<file path="config.mk">
export PLATFORM = sky130hd
export DESIGN_NAME = adc_lane_deskew
export DESIGN_NICKNAME = d
export VERILOG_FILES = /design/src/rtl/adc_lane_deskew.sv
export SDC_FILE = /design/constraint.sdc
export NUM_CORES = 1
export LEC_CHECK = 0
export CAP_MARGIN = 20
export CORE_MARGIN = 1
export CORE_UTILIZATION = 60
export CTS_CLUSTER_DIAMETER = 50
export CTS_CLUSTER_SIZE = 20
export DETAILED_ROUTE_END_ITERATION = 10
export HOLD_SLACK_MARGIN = 0.02
export PLACE_DENSITY = 0.81
export SLEW_MARGIN = 20
export SYNTH_ARGS = -nofsm -noshare
export SYNTH_HDL_FRONTEND = slang
export SYNTH_SLANG_ARGS = --single-unit
</file>
<file path="constraint.sdc">
create_clock -name adc_dco_clk -period 4.1 [get_ports adc_dco_clk]
set_input_delay 1.23 -clock adc_dco_clk [delete_from_list [all_inputs] [get_ports adc_dco_clk]]
set_output_delay 1.23 -clock adc_dco_clk [all_outputs]
set_load 0.02 [all_outputs]
</file>
<file path="src/rtl/adc_lane_deskew.sv">
// adc_lane_deskew: per-lane IODELAY tap sweep and eye-centre calibration for an
// LVDS ADC capture path. Sweeps all taps against a known test pattern, tracks
// the widest passing window per lane, then loads each lane's window centre.
module adc_lane_deskew #(
    parameter int unsigned LANES    = 8,
    parameter int unsigned TAP_W    = 5,
    parameter int unsigned SETTLE   = 16,
    parameter int unsigned CHECK    = 64,
    parameter int unsigned MIN_WIN  = 4,
    parameter int unsigned FAIL_TAP = 0
) (
    input  logic                     adc_dco_clk,
    input  logic                     adc_reset_n,
    input  logic                     start,
    input  logic [LANES-1:0]         pattern_rise,
    input  logic [LANES-1:0]         pattern_fall,
    input  logic [LANES-1:0]         adc_data_p_s,
    input  logic [LANES-1:0]         adc_data_n_s,
    output logic                     delay_ld,
    output logic [LANES*TAP_W-1:0]   delay_wdata,
    output logic                     busy,
    output logic                     done,
    output logic [LANES-1:0]         lane_lock,
    output logic [LANES-1:0]         data_rise,
    output logic [LANES-1:0]         data_fall,
    output logic                     data_valid
);

    // Run lengths need one extra bit: every tap may pass.
    localparam int unsigned LEN_W   = TAP_W + 1;
    localparam int unsigned CNT_MAX = (SETTLE > CHECK) ? SETTLE : CHECK;
    localparam int unsigned CNT_W   = $clog2(CNT_MAX + 1);

    localparam logic [TAP_W-1:0] TAP_LAST    = {TAP_W{1'b1}};
    localparam logic [CNT_W-1:0] SETTLE_LAST = CNT_W'(SETTLE - 1);
    localparam logic [CNT_W-1:0] CHECK_LAST  = CNT_W'(CHECK - 1);
    localparam logic [LEN_W-1:0] MIN_LEN     = LEN_W'(MIN_WIN);
    localparam logic [TAP_W-1:0] FAIL_VAL    = TAP_W'(FAIL_TAP);

    typedef enum logic [2:0] {
        StIdle,
        StLoad,
        StSettle,
        StCheck,
        StNext,
        StApply,
        StDone
    } state_t;

    state_t             state_q, state_d;
    logic [TAP_W-1:0]   tap_q;
    logic [CNT_W-1:0]   cnt_q;
    logic [LANES-1:0]   pat_r_q, pat_f_q;
    logic [LANES-1:0]   pass_q;
    logic [LANES-1:0]   mismatch;

    logic [LEN_W-1:0]   run_len_q    [LANES];
    logic [TAP_W-1:0]   run_start_q  [LANES];
    logic [LEN_W-1:0]   best_len_q   [LANES];
    logic [TAP_W-1:0]   best_start_q [LANES];
    logic [LEN_W-1:0]   run_len_d    [LANES];
    logic [TAP_W-1:0]   run_start_d  [LANES];
    logic [LEN_W-1:0]   best_len_d   [LANES];
    logic [TAP_W-1:0]   best_start_d [LANES];
    logic [LEN_W-1:0]   half_len     [LANES];
    logic [TAP_W-1:0]   apply_tap    [LANES];
    logic [LANES-1:0]   lock_now;

    assign mismatch   = (adc_data_p_s ^ pat_r_q) | (adc_data_n_s ^ pat_f_q);
    assign data_valid = done;

    // State register
    always_ff @(posedge adc_dco_clk) begin
        if (!adc_reset_n) begin
            state_q <= StIdle;
        end else begin
            state_q <= state_d;
        end
    end

    // Next-state logic
    always_comb begin
        state_d = state_q;
        unique case (state_q)
            StIdle, StDone: if (start) state_d = StLoad;
            StLoad:         state_d = StSettle;
            StSettle:       if (cnt_q == SETTLE_LAST) state_d = StCheck;
            StCheck:        if (cnt_q == CHECK_LAST) state_d = StNext;
            StNext:         state_d = (tap_q == TAP_LAST) ? StApply : StLoad;
            StApply:        state_d = StDone;
            default:        state_d = StIdle;
        endcase
    end

    // Per-lane window tracker update and eye-centre selection
    always_comb begin
        for (int i = 0; i < LANES; i++) begin
            run_len_d[i]    = run_len_q[i];
            run_start_d[i]  = run_start_q[i];
            best_len_d[i]   = best_len_q[i];
            best_start_d[i] = best_start_q[i];
            if (pass_q[i]) begin
                if (run_len_q[i] == '0) run_start_d[i] = tap_q;
                run_len_d[i] = run_len_q[i] + 1'b1;
                // Strictly greater keeps the lowest-tap window on ties.
                if (run_len_d[i] > best_len_q[i]) begin
                    best_len_d[i]   = run_len_d[i];
                    best_start_d[i] = run_start_d[i];
                end
            end else begin
                run_len_d[i] = '0;
            end
            half_len[i]  = (best_len_q[i] - 1'b1) >> 1;
            lock_now[i]  = (best_len_q[i] >= MIN_LEN);
            apply_tap[i] = lock_now[i] ? (best_start_q[i] + half_len[i][TAP_W-1:0]) : FAIL_VAL;
        end
    end

    // Datapath: sweep counters, trackers, registered outputs
    always_ff @(posedge adc_dco_clk) begin
        if (!adc_reset_n) begin
            tap_q       <= '0;
            cnt_q       <= '0;
            pat_r_q     <= '0;
            pat_f_q     <= '0;
            pass_q      <= '0;
            delay_ld    <= 1'b0;
            delay_wdata <= '0;
            busy        <= 1'b0;
            done        <= 1'b0;
            lane_lock   <= '0;
            data_rise   <= '0;
            data_fall   <= '0;
            for (int i = 0; i < LANES; i++) begin
                run_len_q[i]    <= '0;
                run_start_q[i]  <= '0;
                best_len_q[i]   <= '0;
                best_start_q[i] <= '0;
            end
        end else begin
            data_rise <= adc_data_p_s;
            data_fall <= adc_data_n_s;
            cnt_q     <= (state_d != state_q) ? '0 : cnt_q + 1'b1;
            delay_ld  <= (state_q == StLoad) || (state_q == StApply);
            busy      <= (state_q != StIdle) && (state_q != StDone);
            done      <= (state_q == StDone);
            if (state_q == StDone) lane_lock <= lock_now;

            unique case (state_q)
                StIdle, StDone: begin
                    if (start) begin
                        pat_r_q <= pattern_rise;
                        pat_f_q <= pattern_fall;
                        tap_q   <= '0;
                        for (int i = 0; i < LANES; i++) begin
                            run_len_q[i]    <= '0;
                            run_start_q[i]  <= '0;
                            best_len_q[i]   <= '0;
                            best_start_q[i] <= '0;
                        end
                    end
                end
                StLoad: begin
                    pass_q <= '1;
                    for (int i = 0; i < LANES; i++) begin
                        delay_wdata[i*TAP_W +: TAP_W] <= tap_q;
                    end
                end
                StSettle: begin
                end
                StCheck: begin
                    pass_q <= pass_q & ~mismatch;
                end
                StNext: begin
                    for (int i = 0; i < LANES; i++) begin
                        run_len_q[i]    <= run_len_d[i];
                        run_start_q[i]  <= run_start_d[i];
                        best_len_q[i]   <= best_len_d[i];
                        best_start_q[i] <= best_start_d[i];
                    end
                    if (tap_q != TAP_LAST) tap_q <= tap_q + 1'b1;
                end
                StApply: begin
                    for (int i = 0; i < LANES; i++) begin
                        delay_wdata[i*TAP_W +: TAP_W] <= apply_tap[i];
                    end
                end
                default: begin
                end
            endcase
        end
    end

endmodule

</file>
==> results.tsv, run 1 <==
metric	value	unit
outcome	completed	
P_leak	7.17	nW
Synth Warn #	0	
global-route wire length before repair	53400	µm
Top delay family on crit path	compound AO/OA/AOI/OAI gates	
reg2reg end	best_len_q[0][3]	
crit path kind	reg2reg	
setup TNS	0	ps
number of synthesized flops with an enable pin	154	
RSZ-0062 raised after global routing	false	
Worst setup EP type	register	
hold path start	cnt_q[0]	
cell with the most instances after synthesis	nor2_1	
PortBufs	102	
ratio of cells with drive above 1 in the final layout	5.75	%
Max VDD drop	0.394	mV
Setup Buffers After CTS	0	
Pwr Density	409	nW/µm²
worst reg2reg path depth	9	
Comb pwr share	14.7	%
top post-synthesis cells by count	nor2_1, edfxtp_1, inv_1, dfxtp_1, ha_1	
Initial Util	60.9	%
period utilization	71.1	%
fin nets	1718	
hpwl dp	23500	µm
Psw	1.93	mW
DP Cell Count	1854	
average wire per standard cell	17.2	µm
CP Cell Sequence	ha_1 -> nand3_1 -> xnor2_1 -> ha_1 -> o21ai_0 -> nor2_1 -> o32a_1 -> o211a_4 -> o32ai_1	
Reg-to-Reg Start	run_len_q[0][0]	
gr usage total	26.4	%
Async SR Flop Fraction	0	%
Clock Path Buffers	3	
final non-filler cell total	1906	
setup violators final	0	
Startpoint Class	register	
area grow syn2layout	15.8	%
DRT Pass-1 Iters	5	
share of the synthesized area in the top cell type	31.3	%
ANT nets after route	0	
hold path depth	1	
area leader, netlist	edfxtp_1	
die footprint	25200	µm²
Max-slew headroom	48.9	%
reg-to-reg slack, setup	1190	ps
vias	10700	
worst-path fanout max	10	
Final min period	2910	ps
# IOs	103	
RePlAce Congestion	0.895	
WP data arrival	3380	ps
CTS tree	built	
vias per cell	5.62	
Worst Hold End	cnt_q[0]	
CTS buffer count	28	
post-cts resize count	0	
Synthesized Nets	1621	
grt total ovfl	0	
Sink Count	282	
Max Fclk	343	MHz
htree depth	1	
total of max-cap violations	0	
worst slew pin tran	760	ps
type of the tightest min-delay check	reg2reg	
Synth area leaders	edfxtp_1, dfxtp_1, ha_1	
register area share after synthesis	48.7	%
DRC Markers	0	
Sw Ratio	27.5	%
number of synthesized register bits	282	
Post-Route WL	32800	µm
antenna violations before repair	0	
initial drt markers	635	
Max Transition Viols Final	0	
Required @ worst endpoint	4560	ps
max incr delay on CP	510	ps
Worst path slowest cell	dfxtp_1	
largest net degree at the start of global routing	43	
synthesized cell area	14800	µm²
Rows	57	
die height	159	µm
CTS Root Cell	clkbuf_16	
Synth Flop Type	edfxtp_1	
final hold violation count	0	
Pint	5.07	mW
hold_buf cts	0	
Critical path buffers and inverters	0	
clock network power share	38.7	%
Final Skew	18.8	ps
Mapped Cells	1463	
ANT cells	0	
core area	24200	µm²
Reg clk slew, reported paths	80	ps
Mean Syn Cell Area	10.1	µm²
sequential power share	46.6	%
Clock Latency Late Sink	560	ps
vias in the first global route	10800	
most used cell, CP	ha_1	
Netlist cell types	59	
Die Wd	159	µm
==> worst max-delay path by stage <==
| stage | start | end | slack (ps) | depth (start not counted) |
|---|---|---|---|---|
| floorplan | adc_reset_n | best_len_q[1][18] | 1020 | 4 |
| global placement | start | run_len_q[0][14] | 840 | 5 |
| detailed placement | start | run_len_q[0][14] | 830 | 5 |
| CTS | run_len_q[0][0] | best_len_q[0][3] | 1220 | 9 |
| global route | run_len_q[0][0] | best_len_q[0][5] | 1060 | 9 |
| finish | run_len_q[0][0] | best_len_q[0][3] | 1190 | 9 |
==> metal layers <==
layer,wire length (µm),track usage [%]
met1,13800,32.8
met2,15900,46.2
met3,1830,3.63
met4,1300,10.7
met5,0,0
==> metrics by stage <==
stage                     instance area, µm²  util, %  hold slack [ps]  worst slack, ps  total power [mW]
after CTS                              17100     70.5              452             1220              7.04
after floorplan                        14800        -              413             1020              4.01
after global placement                 16100     66.3              424              845              4.30
after global routing                   17100     70.5              490             1060              7.28
after detailed placement               16100     66.3              442              831              4.34
final                                  17100     70.5              451             1190              7.00
==> kinds of logic after synthesis <==
family	count (synthesis)	synth area share, %
DFF	282	48.7
xor gates and xnor gates	109	6.47
adders and majority gates	123	10.8
and+or+nand+nor	470	15.4
AOI/OAI and AO/OA	234	10.3
buffers and inverters	203	5.43
muxes	42	2.90
==> final cells by class <==
type	instances	area (µm²)
clock inverters	21	244
well taps	324	405
multi-input cells	978	6770
repair buffers	122	1170
flip-flops and latches	282	7190
inverters	148	556
fillers	1777	7160
clock buffers	31	754
==> power groups by stage <==
| stage | clock (mW) | sequential [mW] | combinational (mW) |
|---|---|---|---|
| after floorplan | 0 | 3.34 | 0.670 |
| after global placement | 0 | 3.31 | 0.981 |
| after detailed placement | 0 | 3.32 | 1.02 |
| after CTS | 2.75 | 3.26 | 1.03 |
| after global routing | 2.86 | 3.28 | 1.15 |
| final | 2.71 | 3.26 | 1.03 |
==> sequential cells by signal (all words and copies together), names as in the netlist <==
signal,flops
run_start_q,40
data_rise,8
data_fall,8
run_len_q,48
best_len_q,48
pat_r_q,8
state_q,3
delay_wdata,40
pass_q,8
cnt_q,7
lane_lock,8
best_start_q,40
busy,1
data_valid,1
delay_ld,1
pat_f_q,8
tap_q,5
==> placed cells by master, fill, tap and decap left out, types with 30 or more instances in the layout <==
cell	synthesis	layout
o21ai_0	58	58
clkbuf_16	0	30
and2_1	36	36
nand2_1	99	99
edfxtp_1	154	154
xor2_1	55	55
dfxtp_1	128	128
clkdlybuf4s50_1	0	101
nor2_1	165	165
a21oi_1	65	65
inv_1	148	148
xnor2_1	54	54
mux2i_1	36	36
ha_1	115	115
nand3_1	53	53
==> worst reg2reg max path: stages, from the launching register on <==
cell and delay [ps]:
dfxtp_1 510, ha_1 300, nand3_1 120, xnor2_1 350, ha_1 310, o21ai_0 150, nor2_1 60, o32a_1 470
o211a_4 310, o32ai_1 240
Power figures use the tool's default switching activity.
==> run 2: changes to the inputs <==
==> constraint.sdc (replaced) <==
create_clock -name adc_dco_clk -period 2.7 [get_ports adc_dco_clk]
set_input_delay 0.81 -clock adc_dco_clk [delete_from_list [all_inputs] [get_ports adc_dco_clk]]
set_output_delay 0.81 -clock adc_dco_clk [all_outputs]
set_load 0.02 [all_outputs]
==> results.tsv, run 2 (synthesis gave the netlist of run 1 again) <==
metric	value	unit	change
PortBufs	102		unchanged
worst slew pin tran	751	ps	was 760 ps
Max Transition Viols Final	0		unchanged
vias per cell	5.60		was 5.62
commonest non-fill, non-tap cell in the layout	nor2_1		unchanged
CTS Root Cell	clkbuf_16		unchanged
Max-slew headroom	49.5	%	was 48.9%
P_leak	7.38	nW	was 7.17 nW
hpwl dp	24300	µm	was 23500 µm
setup TNS	0	ps	unchanged
area grow syn2layout	18.2	%	was 15.8%
Final Skew	14.4	ps	was 18.8 ps
Largest regs	best_len_q: 48 flops, run_len_q: 48 flops		unchanged
Final min period	2630	ps	was 2910 ps
ANT cells	0		unchanged
# IOs	103		unchanged
final hold violation count	0		unchanged
Max Fclk	380	MHz	was 343 MHz
htree depth	1		unchanged
worst-path fanout max	11		was 10
outcome	completed		unchanged
type of the tightest min-delay check	reg2reg		unchanged
fillers	1746		was 1777
largest net degree at the start of global routing	44		was 43
hold_buf cts	0		unchanged
Sink Count	282		unchanged
pre-CTS setup slack	-13.2	ps	was 831 ps
initial drt markers	867		was 635
ratio of cells with drive above 1 in the final layout	8.70	%	was 5.75%
WP data arrival	2920	ps	was 3380 ps
Worst path slowest cell	a2111oi_1		was dfxtp_1
crit path kind	reg2reg		unchanged
die height	159	µm	unchanged
ANT nets after route	0		unchanged
Critical path buffers and inverters	2		was 0
gr usage total	27.0	%	was 26.4%
critical path depth in cells	9		unchanged
period utilization	97.4	%	was 71.1%
CTS tree	built		unchanged
Clock Path Buffers	3		unchanged
DRT Pass-1 Iters	5		unchanged
Post-Route WL	34000	µm	was 32800 µm
Reg clk slew, reported paths	70	ps	was 80 ps
setup violators final	0		unchanged
Final Util	71.9	%	was 70.5%
worst hold slack	455	ps	was 451 ps
most frequent cells in the layout	nor2_1, edfxtp_1, inv_1		unchanged
Rows	57		unchanged
max incr delay on CP	530	ps	was 510 ps
vias in the first global route	10900		was 10800
worst reg2reg path depth	9		unchanged
fin nets	1757		was 1718
Pwr Density	609	nW/µm²	was 409 nW/µm²
Initial Util	60.9	%	unchanged
hold path depth	1		unchanged
Clock Latency Late Sink	550	ps	was 560 ps
CP Cell Sequence	inv_1 -> ha_1 -> ha_1 -> nor2b_1 -> o21ai_0 -> nand2b_1 -> a2111oi_1 -> o31ai_2 -> buf_4		was ha_1 -> nand3_1 -> xnor2_1 -> ha_1 -> o21ai_0 -> nor2_1 -> o32a_1 -> o211a_4 -> o32ai_1
DRC Markers	0		unchanged
Worst setup EP type	register		unchanged
Required @ worst endpoint	2990	ps	was 4560 ps
global-route wire length before repair	54500	µm	was 53400 µm
RePlAce Congestion	0.842		was 0.895
Seq. cell area	7190	µm²	about the same
core area	24200	µm²	unchanged
Worst Slack Setup Final	69.7	ps	was 1190 ps
CTS buffer count	29		was 28
Pwr Total	10.6	mW	was 7.00 mW
Die Wd	159	µm	unchanged
Max VDD drop	0.447	mV	was 0.394 mV
antenna violations before repair	0		unchanged
Multi-input gate area	6860	µm²	was 6770 µm²
vias	10900		was 10700
Top delay family on crit path	compound AO/OA/AOI/OAI gates		unchanged
die footprint	25200	µm²	unchanged
average wire per standard cell	17.5	µm	was 17.2 µm
most used cell, CP	ha_1		unchanged
Startpoint Class	register		unchanged
grt total ovfl	0		unchanged
total of max-cap violations	0		unchanged
## run 2: area by class of cell
| cell class | count | area share, % |
|---|---|---|
| Multi-Input combinational cell | 978 | 39.3 |
| Clock inverter | 21 | 1.13 |
| Timing Repair Buffer | 160 | 8.41 |
| Inverter | 148 | 3.19 |
| Clock buffer | 32 | 4.40 |
| Tap cell | 324 | 2.32 |
| Sequential cell | 282 | 41.2 |
## run 2: repair_timing
item                       in CTS  in global routing
setup buffers                   0                  2
setup endpoints to repair      22                 43
gates resized for setup         2                 12
## run 2: per-layer routing
| metal | track usage [%] | vias up | part of all wire (%) |
|---|---|---|---|
| met2 | 46.8 | 327 | 49 |
| met3 | 3.92 | 79 | 5.6 |
| met4 | 9.62 | 0 | 3.4 |
| met1 | 34.2 | 5187 | 42 |
| li1 | - | 5299 | - |
| met5 | 0 | - | 0 |
## run 2: worst paths after layout
path                     from                end  slack, ps
max          run_len_q[1][12]  best_len_q[1][16]         70
min                  cnt_q[0]           cnt_q[0]        460
max reg2reg  run_len_q[1][12]  best_len_q[1][16]         70
min reg2reg          cnt_q[0]           cnt_q[0]        460
## run 2: stage by stage
step	cells	area [µm²]
after floorplan	1463	14800
after global placement	1890	16400
after detailed placement	1890	16400
after CTS	1943	17400
after global routing	1945	17400
final	1945	17400
## run 2: where the power goes
| group | internal (mW) | total [mW] | switching [mW] |
|---|---|---|---|
| logic | 0.744 | 1.65 | 0.908 |
| clock network | 2.21 | 4.01 | 1.80 |
| registers | 4.78 | 4.96 | 0.181 |
| total | 7.73 | 10.6 | 2.89 |
